--- config.mk ---
export PLATFORM = sky130hd
export DESIGN_NAME = adc_spi_responder
export DESIGN_NICKNAME = d
export VERILOG_FILES = /design/src/rtl/adc_spi_pkg.sv /design/src/rtl/sync_edge_det.sv /design/src/rtl/adc_spi_responder.sv
export SDC_FILE = /design/constraint.sdc
export NUM_CORES = 1
export LEC_CHECK = 0
export ABC_AREA = 1
export CAP_MARGIN = 10
export CORE_MARGIN = 10
export CORE_UTILIZATION = 35
export CTS_CLUSTER_SIZE = 8
export DETAILED_ROUTE_END_ITERATION = 10
export PLACE_DENSITY = 0.66
export SKIP_CTS_REPAIR_TIMING = 1
export SLEW_MARGIN = 20
export SYNTH_ARGS = -nofsm -noshare
export SYNTH_HDL_FRONTEND = slang
export SYNTH_SLANG_ARGS = --single-unit
--- constraint.sdc ---
create_clock -name iCLK -period 2 [get_ports iCLK]
set_input_delay 0.2 -clock iCLK [delete_from_list [all_inputs] [get_ports iCLK]]
set_output_delay 0.2 -clock iCLK [all_outputs]
set_load 0.01 [all_outputs]
--- src/rtl/adc_spi_pkg.sv ---
// Shared constants for the emulated 8-channel 12-bit serial ADC.
package adc_spi_pkg;

    localparam int unsigned FRAME_BITS = 16;
    localparam int unsigned LEAD_ZEROS = 4;
    localparam int unsigned ADDR_W     = 3;

    // Counter values (before increment) at which DIN carries address bits 2/1/0
    localparam int unsigned ADDR_POS2 = 2;
    localparam int unsigned ADDR_POS1 = 3;
    localparam int unsigned ADDR_POS0 = 4;

    localparam logic [0:0] IDLE   = 1'b0;
    localparam logic [0:0] ACTIVE = 1'b1;

endpackage

--- src/rtl/sync_edge_det.sv ---
// Multi-flop synchronizer that flags rising and falling edges of the synchronized signal.
module sync_edge_det #(
    parameter int unsigned SYNC_STAGES = 2,
    parameter logic        RST_VAL     = 1'b1
) (
    input  logic clk,
    input  logic rst_n,
    input  logic d,
    output logic rise_c,
    output logic fall_c
);

    logic [SYNC_STAGES-1:0] sync;
    logic                   prev;

    always_ff @(posedge clk or negedge rst_n) begin
        if (!rst_n) begin
            sync <= {SYNC_STAGES{RST_VAL}};
            prev <= RST_VAL;
        end else begin
            sync <= {sync[SYNC_STAGES-2:0], d};
            prev <= sync[SYNC_STAGES-1];
        end
    end

    assign rise_c =  sync[SYNC_STAGES-1] & ~prev;
    assign fall_c = ~sync[SYNC_STAGES-1] &  prev;

endmodule

--- src/rtl/adc_spi_responder.sv ---
// SPI-side emulation of the serial ADC: decodes the channel address from DIN and
// shifts out the sample of the previously addressed channel on DOUT.
module adc_spi_responder
    import adc_spi_pkg::*;
#(
    parameter int unsigned DATA_W      = 12,
    parameter int unsigned FRAME_BITS  = 16,
    parameter int unsigned SYNC_STAGES = 2
) (
    input  logic              iCLK,
    input  logic              iRST,
    input  logic              iSCLK,
    input  logic              iCS_n,
    input  logic              iDIN,
    output logic              oDOUT,
    output logic              oDOUT_OE,
    output logic [2:0]        oCH,
    input  logic [DATA_W-1:0] iSAMPLE,
    output logic [2:0]        oRX_ADDR,
    output logic              oFRAME_DONE,
    output logic              oFRAME_ERR
);

    localparam int unsigned CNT_W = $clog2(FRAME_BITS + 1);

    logic sclk_rise, sclk_fall, cs_rise, cs_fall;
    logic [SYNC_STAGES-1:0] din_sync;
    logic                   din_s;

    logic [0:0]            state, state_n;
    logic [CNT_W-1:0]      cnt, cnt_n;
    logic [FRAME_BITS-1:0] shreg, shreg_n;
    logic [ADDR_W-1:0]     addr_next, addr_next_n;
    logic [2:0]            ch_n, rx_addr_n;
    logic                  oe_n, done_n, err_n;
    logic                  complete;
    logic [FRAME_BITS-1:0] load_word;

    sync_edge_det #(.SYNC_STAGES(SYNC_STAGES), .RST_VAL(1'b1)) u_sclk (
        .clk(iCLK), .rst_n(iRST), .d(iSCLK), .rise_c(sclk_rise), .fall_c(sclk_fall)
    );

    sync_edge_det #(.SYNC_STAGES(SYNC_STAGES), .RST_VAL(1'b1)) u_cs (
        .clk(iCLK), .rst_n(iRST), .d(iCS_n), .rise_c(cs_rise), .fall_c(cs_fall)
    );

    // DIN only needs its level, aligned with the SCLK edge detect
    always_ff @(posedge iCLK or negedge iRST) begin
        if (!iRST) din_sync <= '0;
        else       din_sync <= {din_sync[SYNC_STAGES-2:0], iDIN};
    end
    assign din_s = din_sync[SYNC_STAGES-1];

    assign load_word = FRAME_BITS'(iSAMPLE);
    assign oDOUT     = shreg[FRAME_BITS-1];

    always_ff @(posedge iCLK or negedge iRST) begin
        if (!iRST) begin
            state       <= IDLE;
            cnt         <= '0;
            shreg       <= '0;
            addr_next   <= '0;
            oCH         <= '0;
            oRX_ADDR    <= '0;
            oDOUT_OE    <= 1'b0;
            oFRAME_DONE <= 1'b0;
            oFRAME_ERR  <= 1'b0;
        end else begin
            state       <= state_n;
            cnt         <= cnt_n;
            shreg       <= shreg_n;
            addr_next   <= addr_next_n;
            oCH         <= ch_n;
            oRX_ADDR    <= rx_addr_n;
            oDOUT_OE    <= oe_n;
            oFRAME_DONE <= done_n;
            oFRAME_ERR  <= err_n;
        end
    end

    always_comb begin
        state_n     = state;
        cnt_n       = cnt;
        shreg_n     = shreg;
        addr_next_n = addr_next;
        ch_n        = oCH;
        rx_addr_n   = oRX_ADDR;
        oe_n        = oDOUT_OE;
        done_n      = 1'b0;
        err_n       = 1'b0;
        complete    = (state == ACTIVE) && sclk_rise && (cnt == CNT_W'(FRAME_BITS - 1));

        // Completion takes priority over a simultaneous CS_n rise
        if (complete) begin
            ch_n      = addr_next;
            rx_addr_n = addr_next;
            done_n    = 1'b1;
        end

        case (state)
            IDLE: begin
                if (cs_fall) begin
                    state_n = ACTIVE;
                    cnt_n   = '0;
                    shreg_n = load_word;
                    oe_n    = 1'b1;
                end
            end
            default: begin
                if (cs_rise) begin
                    state_n = IDLE;
                    cnt_n   = '0;
                    shreg_n = '0;
                    oe_n    = 1'b0;
                    err_n   = !complete && (cnt != '0) && (cnt != CNT_W'(FRAME_BITS));
                end else begin
                    if (sclk_rise && (cnt != CNT_W'(FRAME_BITS))) begin
                        if (cnt == CNT_W'(ADDR_POS2)) addr_next_n[2] = din_s;
                        if (cnt == CNT_W'(ADDR_POS1)) addr_next_n[1] = din_s;
                        if (cnt == CNT_W'(ADDR_POS0)) addr_next_n[0] = din_s;
                        cnt_n = cnt + CNT_W'(1);
                    end
                    // The leading fall after CS_n keeps the MSB so the master sees all bits on its rises
                    if (sclk_fall) begin
                        if (cnt == CNT_W'(FRAME_BITS)) begin
                            shreg_n = load_word;
                            cnt_n   = '0;
                        end else if (cnt != '0) begin
                            shreg_n = {shreg[FRAME_BITS-2:0], 1'b0};
                        end
                    end
                end
            end
        endcase
    end

endmodule

==> results.json, run 1 <==
{
  "core_area_sq_mm": 0.00596,
  "crit_type": "flip-flop to flip-flop",
  "synth_cells": 281,
  "maxSlewViolCount": 0,
  "rows": 28,
  "p_per_area_mw_per_mm2": 788,
  "worst_pin_slew_ns": 0.839,
  "relSlewSlack_pct": 44.1,
  "setup-tns-final_ns": 0,
  "crit_path_start": "cnt[0]",
  "viasPerCell": 4.54,
  "cts_tree": "built",
  "yosysSeqAreaShare_pct": 45.8,
  "period_share_pct": 84.3,
  "utilization_pct": 42.4,
  "ir_drop_mv": 0.346,
  "grt_pass1_vias": 1683,
  "hold_slack_ns": 0.0166,
  "wl_per_cell_um": 11.5,
  "worstPathMaxFanout": 21,
  "syn_area_sq_mm": 0.00215,
  "die-area_sq_mm": 0.00968,
  "r2r-start": "cnt[0]",
  "crit_required_ns": 2.23,
  "leakage_nw": 1.33,
  "timing.fmax_mhz": 593,
  "seq_area_sq_um": 983,
  "finClkSkew_ns": 0.00702,
  "antenna_found_initial": 0,
  "postSynthAreaPerCell_sq_um": 7.65,
  "grt_util_all_layers_pct": 9.43,
  "end_kind": "flip-flop",
  "cp.arrival_ns": 1.91,
  "grt-ovfl-total": 0,
  "multiInputGateArea_sq_um": 930,
  "hold_viol": 0,
  "min_period_ns": 1.69,
  "rsz0062_at_grt": "no",
  "status": "completed",
  "portBuffers": 26,
  "gp_congestion": 0.847,
  "synth_top_area_share_pct": 38.4,
  "clockBufferDepth": 2,
  "area_growth_pct": 17.5,
  "yosysTopAreaCell": "dfrtp_1",
  "min-delay-path-class": "input port to async pin",
  "grt_max_degree": 40,
  "die_w_um": 98.4,
  "cp-start-kind": "flip-flop",
  "grt_first_pass_wirelength_mm": 7.62,
  "cts-root-buf": "clkbuf_8",
  "clock_latency_ns": 0.29,
  "ios": 27,
  "initial_core_util_pct": 36.1,
  "drive_above_1_share_pct": 14.4,
  "clk_pin_slew_worst_paths_ns": 0.07,
  "htreeDepth": 2,
  "drt_pre_antenna_iters": 6,
  "drt_wl_total_mm": 4.38,
  "synth_cell_types": 24,
  "ant_nets": 0,
  "die_h_um": 98.4,
  "synth_nets": 302,
  "ys_ff_latch": 39,
  "fillCellCount": 606,
  "drv_cap": 0,
  "drt_iter0_drc": 92,
  "finalSetupViolations": 0,
  "synth_top_cells_by_area": "dfrtp_1 (38%), nand2_1 (20%), dfstp_2 (7.3%)",
  "cts_sinks": 39,
  "drc_errors": 0,
  "fin_nets": 326,
  "num_vias": 1724,
  "numCtsBuffers": 5,
  "yosysWarnings": 0,
  "hpwl_mm": 3.18,
  "antenna_cells": 0
}
==> through the flow <==
stage               std cells  area [sq um]  setup slack, ns  power (W)
finish                    380          2530            0.315    0.00199
global placement          373          2440            0.359    0.00147
CTS                       380          2530            0.322    0.00201
global route              380          2530            0.119    0.00214
detailed placement        373          2440            0.338    0.00147
floorplan                 281          2150            0.623    0.00134
==> cells in the mapped netlist, drive strengths merged <==
cell / n
a211oi: 1
nand3: 26
dfstp: 6
nor2: 18
clkbuf: 2
inv: 39
a21oi: 1
ha: 4
nand2: 120
nand4: 14
o21ai: 6
buf: 11
dfrtp: 33
==> cell usage in the layout (no fill, tap or decap) <==
master and n:
a211oi_1 1, a21oi_2 1, buf_2 1, buf_4 4, clkbuf_8 6, clkdlybuf4s50_1 25, clkinv_2 1, dfrtp_1 33
dfstp_2 6, ha_1 4, inv_1 33, inv_2 6, nand2_1 113, nand2_2 6, nand2_4 1, nand3_1 23
nand3_2 2, nand3_4 1, nand4_1 14, nor2_1 14, nor2_2 1, nor2_4 2, nor2_8 1, o21ai_1 1
o21ai_2 5
==> per-layer routing <==
metal | part of all wire, % | GRT usage (%) | vias up
li1 | - | - | 914
met1 | 47 | 11.6 | 775
met2 | 46 | 14.4 | 29
met3 | 4.3 | 2.96 | 6
met4 | 2.1 | 4.96 | 0
met5 | 0 | 0 | -
==> registers in the layout (all words and copies together) (netlist names) <==
name	count
shreg	16
cnt	5
addr_next	3
oRX_ADDR	3
din_sync	2
u_cs.sync	2
u_sclk.sync	2
oDOUT_OE	1
oFRAME_DONE	1
oFRAME_ERR	1
state	1
u_cs.prev	1
u_sclk.prev	1
==> final cells by class <==
class                      instances  share of cell area [%]
timing repair buffer              30                    11.3
tap                               75                    3.71
clock inverter                     1                   0.198
multi-input combinational        190                    36.8
inverter                          39                    5.79
clock buffer                       6                    3.27
sequential                        39                    38.9
==> cells by family (layout without fill, tap and decap cells) <==
group	Yosys count	after routing	share of synthesized area (%)
and+or+nand+nor	178	178	37.9
DFF	39	39	45.8
AOI/OAI and AO/OA	8	8	3.03
adders and majority gates	4	4	2.33
buffers and inverters	52	76	11.0
==> critical path, stage by stage, from the launching register on <==
cell     delay (ns)
dfrtp_1        0.40
inv_1          0.12
ha_1           0.28
nand3_2        0.09
nand2_1        0.10
nand2_1        0.07
nand2_2        0.36
nand2_1        0.12
nand2_1        0.09
==> final timing paths <==
path,end,slack [ns],cells after the start
worst min register to register,din_sync[1],0.35,0
worst max-delay path,shreg[11],0.31,8
worst min-delay path,din_sync[0],0.02,1
max in group asynchronous,shreg[11],1.46,1
min in group iCLK,u_sclk.sync[0],0.32,1
worst max register to register,shreg[11],0.31,8
==> where the power goes <==
group          switching (W)  internal (W)  leakage (nW)
Sequential         0.0000636      0.000899         0.497
Clock               0.000260      0.000270        0.0470
Combinational       0.000311      0.000186         0.787
Note: power is estimated with default switching activity, not from simulation.
==> run 2: changes to the inputs <==
--- a/config.mk
+++ b/config.mk
@@ -11,7 +11,7 @@
 export CORE_UTILIZATION = 35
 export CTS_CLUSTER_SIZE = 8
 export DETAILED_ROUTE_END_ITERATION = 10
-export PLACE_DENSITY = 0.66
+export PLACE_DENSITY = 0.68
 export SKIP_CTS_REPAIR_TIMING = 1
 export SLEW_MARGIN = 20
 export SYNTH_ARGS = -nofsm -noshare
==> constraint.sdc (replaced) <==
create_clock -name iCLK -period 1.5 [get_ports iCLK]
set_input_delay 0.15 -clock iCLK [delete_from_list [all_inputs] [get_ports iCLK]]
set_output_delay 0.15 -clock iCLK [all_outputs]
set_load 0.01 [all_outputs]
==> run 2 against run 1 <==
  * Worst setup slack got worse by 0.22 ns
  * Sequential power increased by 33%
  * Sequential cell count unchanged
  * Critical path type unchanged
  * Final area increased by 11%
  * Sequential share of layout area decreased by 4.0 points
  * Die area unchanged
  * Hold slack improved by 0.24 ns
  * Clock power increased by 45%
  * Via count increased by 6.8%
  * Power increased by 45%
  * Global-route usage increased by 0.52 points
==> results.json, run 2 (synthesis results as in run 1) <==
{
  "status": "completed",
  "largest_reg_flops": 16,
  "final_cells": 399,
  "min_period_ns": 1.41,
  "min-delay-path-class": "input port to flip-flop",
  "pre_cts_ws_ns": -0.0657,
  "drt_wl_total_mm": 4.60,
  "cp_slowest_cell": "dfrtp_1",
  "drive_above_1_share_pct": 23.8,
  "end_kind": "flip-flop",
  "fillCellCount": 565,
  "grt-ovfl-total": 0,
  "worstPathMaxFanout": 3,
  "finClkSkew_ns": 0.00985,
  "reg_top3": "shreg (16), cnt (5)",
  "drv_cap": 0,
  "maxSlewViolCount": 0,
  "drt_iter0_drc": 143,
  "finalSetupViolations": 0,
  "hpwl_mm": 3.45,
  "path_cells": "buf_6 > ha_4 > nand2_2 > nor2_2 > ha_2 > nand3_2 > buf_6 > nand2_2 > nand2_2",
  "cts-root-buf": "clkbuf_8",
  "drt_pre_antenna_iters": 4,
  "timing.fmax_mhz": 710,
  "place_inst": 388,
  "cp-start-kind": "flip-flop",
  "relSlewSlack_pct": 69.5,
  "gp_congestion": 0.854,
  "wl_per_cell_um": 11.5,
  "clock_latency_ns": 0.29,
  "viasPerCell": 4.62,
  "ir_drop_mv": 0.370,
  "grt_max_degree": 22,
  "hold_viol": 0,
  "setup_ws_ns": 0.0925,
  "layout_commonest_cell": "nand2_1",
  "rsz0062_at_grt": "yes",
  "multiInputGateArea_sq_um": 1000,
  "clockBufferDepth": 2,
  "worst_pin_slew_ns": 0.457,
  "setup-tns-final_ns": 0,
  "grt_util_all_layers_pct": 9.95,
  "cts_sinks": 39,
  "grt_first_pass_wirelength_mm": 8.16,
  "layout_common_cells": "nand2_1 (107), dfrtp_1 (33), inv_1 (30)",
  "ant_nets": 0,
  "numCtsBuffers": 5,
  "seq_area_sq_um": 983,
  "p_per_area_mw_per_mm2": 1020,
  "clk_pin_slew_worst_paths_ns": 0.08,
  "leakage_nw": 1.44,
  "critPathMaxStageDelay_ns": 0.38,
  "initial_core_util_pct": 36.1,
  "drc_errors": 0,
  "crit_required_ns": 1.69,
  "num_vias": 1842,
  "die-area_sq_mm": 0.00968,
  "portBuffers": 26,
  "htreeDepth": 2,
  "fin_nets": 344,
  "period_share_pct": 93.8,
  "antenna_found_initial": 0,
  "area_growth_pct": 31.0,
  "die_w_um": 98.4,
  "core_area_sq_mm": 0.00596,
  "crit_path_frequent_cell": "nand2_2",
  "crit_type": "flip-flop to flip-flop",
  "antenna_cells": 0,
  "top_register": "shreg",
  "cp.arrival_ns": 1.59,
  "ios": 27,
  "grt_pass1_vias": 1763,
  "die_h_um": 98.4,
  "rows": 28,
  "cts_tree": "built"
}
[run 2: area by class of cell]
cell class | count | area share [%]
well taps | 75 | 3.33
inverters | 39 | 5.20
flip-flops and latches | 39 | 34.9
clock buffers | 8 | 3.56
repair buffers | 48 | 17.5
multi-input cells | 190 | 35.5
[run 2: final timing paths]
kind	endpoint	from	cells past startpoint	slack [ns]
worst max register to register	oRX_ADDR[2]	cnt[0]	9	0.09
min in group asynchronous	cnt[0]	iRST	2	0.35
worst max-delay path	oRX_ADDR[2]	cnt[0]	9	0.09
worst min-delay path	u_cs.sync[0]	iCS_n	1	0.26
worst min register to register	din_sync[1]	din_sync[0]	0	0.35
max in group asynchronous	u_cs.sync[1]	iRST	3	0.61
[run 2: per-layer routing]
metal	GRT usage [%]	up-vias	part of all wire [%]
met5	0	-	0
met4	5.18	0	2.3
met3	2.75	9	3.8
met2	15.5	21	47
met1	12.2	864	47
li1	-	948	-
[run 2: critical path: cells and delay by family (launching register included)]
| kind | cells | cell delay [ns] |
|---|---|---|
| fa+ha+maj | 2 | 0.31 |
| simple gates | 5 | 0.35 |
| buf+inv | 2 | 0.27 |
| flops | 1 | 0.38 |
[run 2: power by group]
group	switching [W]	internal [W]	leakage [nW]
Clock	0.000347	0.000419	0.0515
Combinational	0.000458	0.000370	0.896
Sequential	0.0000842	0.00120	0.497
Total	0.000889	0.00199	1.44
[run 2: through the flow]
step | total power [W] | area, sq um | utilization (%) | hold slack (ns)
3_5_place_dp | 0.00207 | 2600 | 43.7 | 0.124
3_3_place_gp | 0.00206 | 2600 | 43.7 | 0.121
5_1_grt | 0.00308 | 2820 | 47.3 | 0.247
2_1_floorplan | 0.00179 | 2150 | - | -0.146
6_report | 0.00288 | 2820 | 47.3 | 0.259
4_1_cts | 0.00285 | 2700 | 45.4 | -0.196
==> run 3: changes to the inputs <==
--- a/config.mk
+++ b/config.mk
@@ -11,7 +11,6 @@
 export CORE_UTILIZATION = 35
 export CTS_CLUSTER_SIZE = 8
 export DETAILED_ROUTE_END_ITERATION = 10
-export PLACE_DENSITY = 0.68
 export SKIP_CTS_REPAIR_TIMING = 1
 export SLEW_MARGIN = 20
 export SYNTH_ARGS = -nofsm -noshare
==> run 3 against run 2 <==
  * Routed wire length down 1.9%
  * Count of clock-buffer cells in the layout fell by 1
  * Hold slack better by 0.0032 ns
  * Largest power group unchanged
  * Highest routed layer unchanged
  * Cell count fell by 0.50%
  * First-iteration DRC count shrank 31%
  * Clock skew is 0.0013 ns higher
  * Largest cell class unchanged
==> results.json, run 3 (synthesis results as in run 1) <==
{
  "final_cells": 397,
  "p_per_area_mw_per_mm2": 1010,
  "grt_util_all_layers_pct": 9.46,
  "drt_iter0_drc": 98,
  "critPathMaxStageDelay_ns": 0.36,
  "drc_errors": 0,
  "die_h_um": 98.4,
  "cts-root-buf": "clkbuf_8",
  "status": "completed",
  "grt_first_pass_wirelength_mm": 7.72,
  "hp-start": "iSCLK",
  "critPathTopFamily": "simple AND/OR/NAND/NOR gates",
  "end_kind": "flip-flop",
  "crit_required_ns": 1.68,
  "design_area_sq_mm": 0.00276,
  "antenna_found_initial": 0,
  "finClkSkew_ns": 0.0111,
  "die_w_um": 98.4,
  "clk_pin_slew_worst_paths_ns": 0.07,
  "top_usage_layer": "met2",
  "hold_slack_ns": 0.262,
  "antenna_cells": 0,
  "place_inst": 384,
  "rows": 28,
  "numCtsBuffers": 5,
  "timing.fmax_mhz": 706,
  "reg_top3": "shreg (16), cnt (5)",
  "drt_pre_antenna_iters": 4,
  "cp_slowest_cell": "dfrtp_1",
  "worst_pin_slew_ns": 0.474,
  "layout_commonest_cell": "nand2_1",
  "fillCellCount": 603,
  "die-area_sq_mm": 0.00968,
  "maxSlewViolCount": 0,
  "drv_cap": 0,
  "setup_ws_ns": 0.0837,
  "grt_pass1_vias": 1673,
  "crit_buf_inv": 2,
  "area_growth_pct": 28.4,
  "min_period_ns": 1.42,
  "pre_cts_ws_ns": -0.0642,
  "hpwl_mm": 3.32,
  "num_vias": 1757,
  "clockBufferDepth": 2,
  "drive_above_1_share_pct": 21.1,
  "reg2regPathDepth": 9,
  "core_area_sq_mm": 0.00596,
  "reg2reg_to": "oRX_ADDR[1]",
  "reg2reg_slack_ns": 0.08,
  "placed_area_sq_mm": 0.00256,
  "htreeDepth": 2,
  "layout_common_cells": "nand2_1 (111), dfrtp_1 (33), inv_1 (31)",
  "relSlewSlack_pct": 68.4,
  "fin_nets": 342,
  "min-delay-path-class": "input port to flip-flop",
  "leakage_nw": 1.43,
  "hold_depth": 1,
  "initial_core_util_pct": 36.1,
  "period_share_pct": 94.4,
  "path_cells": "buf_6 > ha_4 > nand2_2 > nor2_1 > ha_2 > nand3_2 > buf_6 > nand2_1 > nand2_1",
  "clock_latency_ns": 0.29,
  "cts_sinks": 39,
  "grt_max_degree": 22,
  "viasPerCell": 4.43,
  "portBuffers": 26,
  "ir_drop_mv": 0.391,
  "top_register": "shreg",
  "use_met1_pct": 11.6,
  "whs_endpoint": "u_sclk.sync[0]",
  "worstPathMaxFanout": 3,
  "setup-tns-final_ns": 0,
  "largest_reg_flops": 16,
  "crit_type": "flip-flop to flip-flop",
  "use_met3_pct": 2.82,
  "grt-ovfl-total": 0,
  "cp.arrival_ns": 1.59,
  "ant_nets": 0,
  "grt_util_met2_pct": 15.2,
  "cp-start-kind": "flip-flop",
  "hold_viol": 0,
  "ios": 27,
  "r2r-start": "cnt[1]",
  "drt_wl_total_mm": 4.52,
  "finalSetupViolations": 0,
  "wl_per_cell_um": 11.4,
  "cts_tree": "built",
  "gp_congestion": 0.829
}
-- run 3: power by group --
group,leakage (nW),total (W),switching [W],internal (W)
logic,0.880,0.000780,0.000436,0.000344
clock network,0.0482,0.000725,0.000354,0.000371
registers,0.497,0.00129,0.0000871,0.00120
-- run 3: how the worst max path moves through the flow --
stage / slack (ns) / to / startpoint / cells past startpoint
final: 0.08 / oRX_ADDR[1] / cnt[1] / 9
after global routing: -0.03 / cnt[4] / cnt[0] / 8
after CTS: -0.08 / oFRAME_ERR / cnt[1] / 8
after detailed placement: -0.06 / oFRAME_ERR / cnt[1] / 8
after global placement: -0.11 / oFRAME_ERR / cnt[1] / 8
after floorplan: 0.12 / cnt[0] / cnt[0] / 8
-- run 3: area by class of cell --
type | instances | area, sq um | share of cell area [%]
multi-input combinational | 190 | 985 | 35.7
clock inverter | 1 | 5.00 | 0.181
sequential | 39 | 983 | 35.6
clock buffer | 7 | 86.3 | 3.13
timing repair buffer | 46 | 460 | 16.7
tap | 75 | 93.8 | 3.40
inverter | 39 | 146 | 5.30
-- run 3: layer usage --
| metal | up-vias | wire [um] |
|---|---|---|
| li1 | 944 | - |
| met1 | 783 | 2130 |
| met2 | 24 | 2100 |
| met3 | 6 | 209 |
| met4 | 0 | 76 |
| met5 | - | 0 |
-- run 3: stage by stage --
stage,power (W),util [%]
floorplan,0.00179,-
global placement,0.00203,43.0
detailed placement,0.00204,43.0
CTS,0.00279,44.5
global route,0.00299,46.3
finish,0.00279,46.3
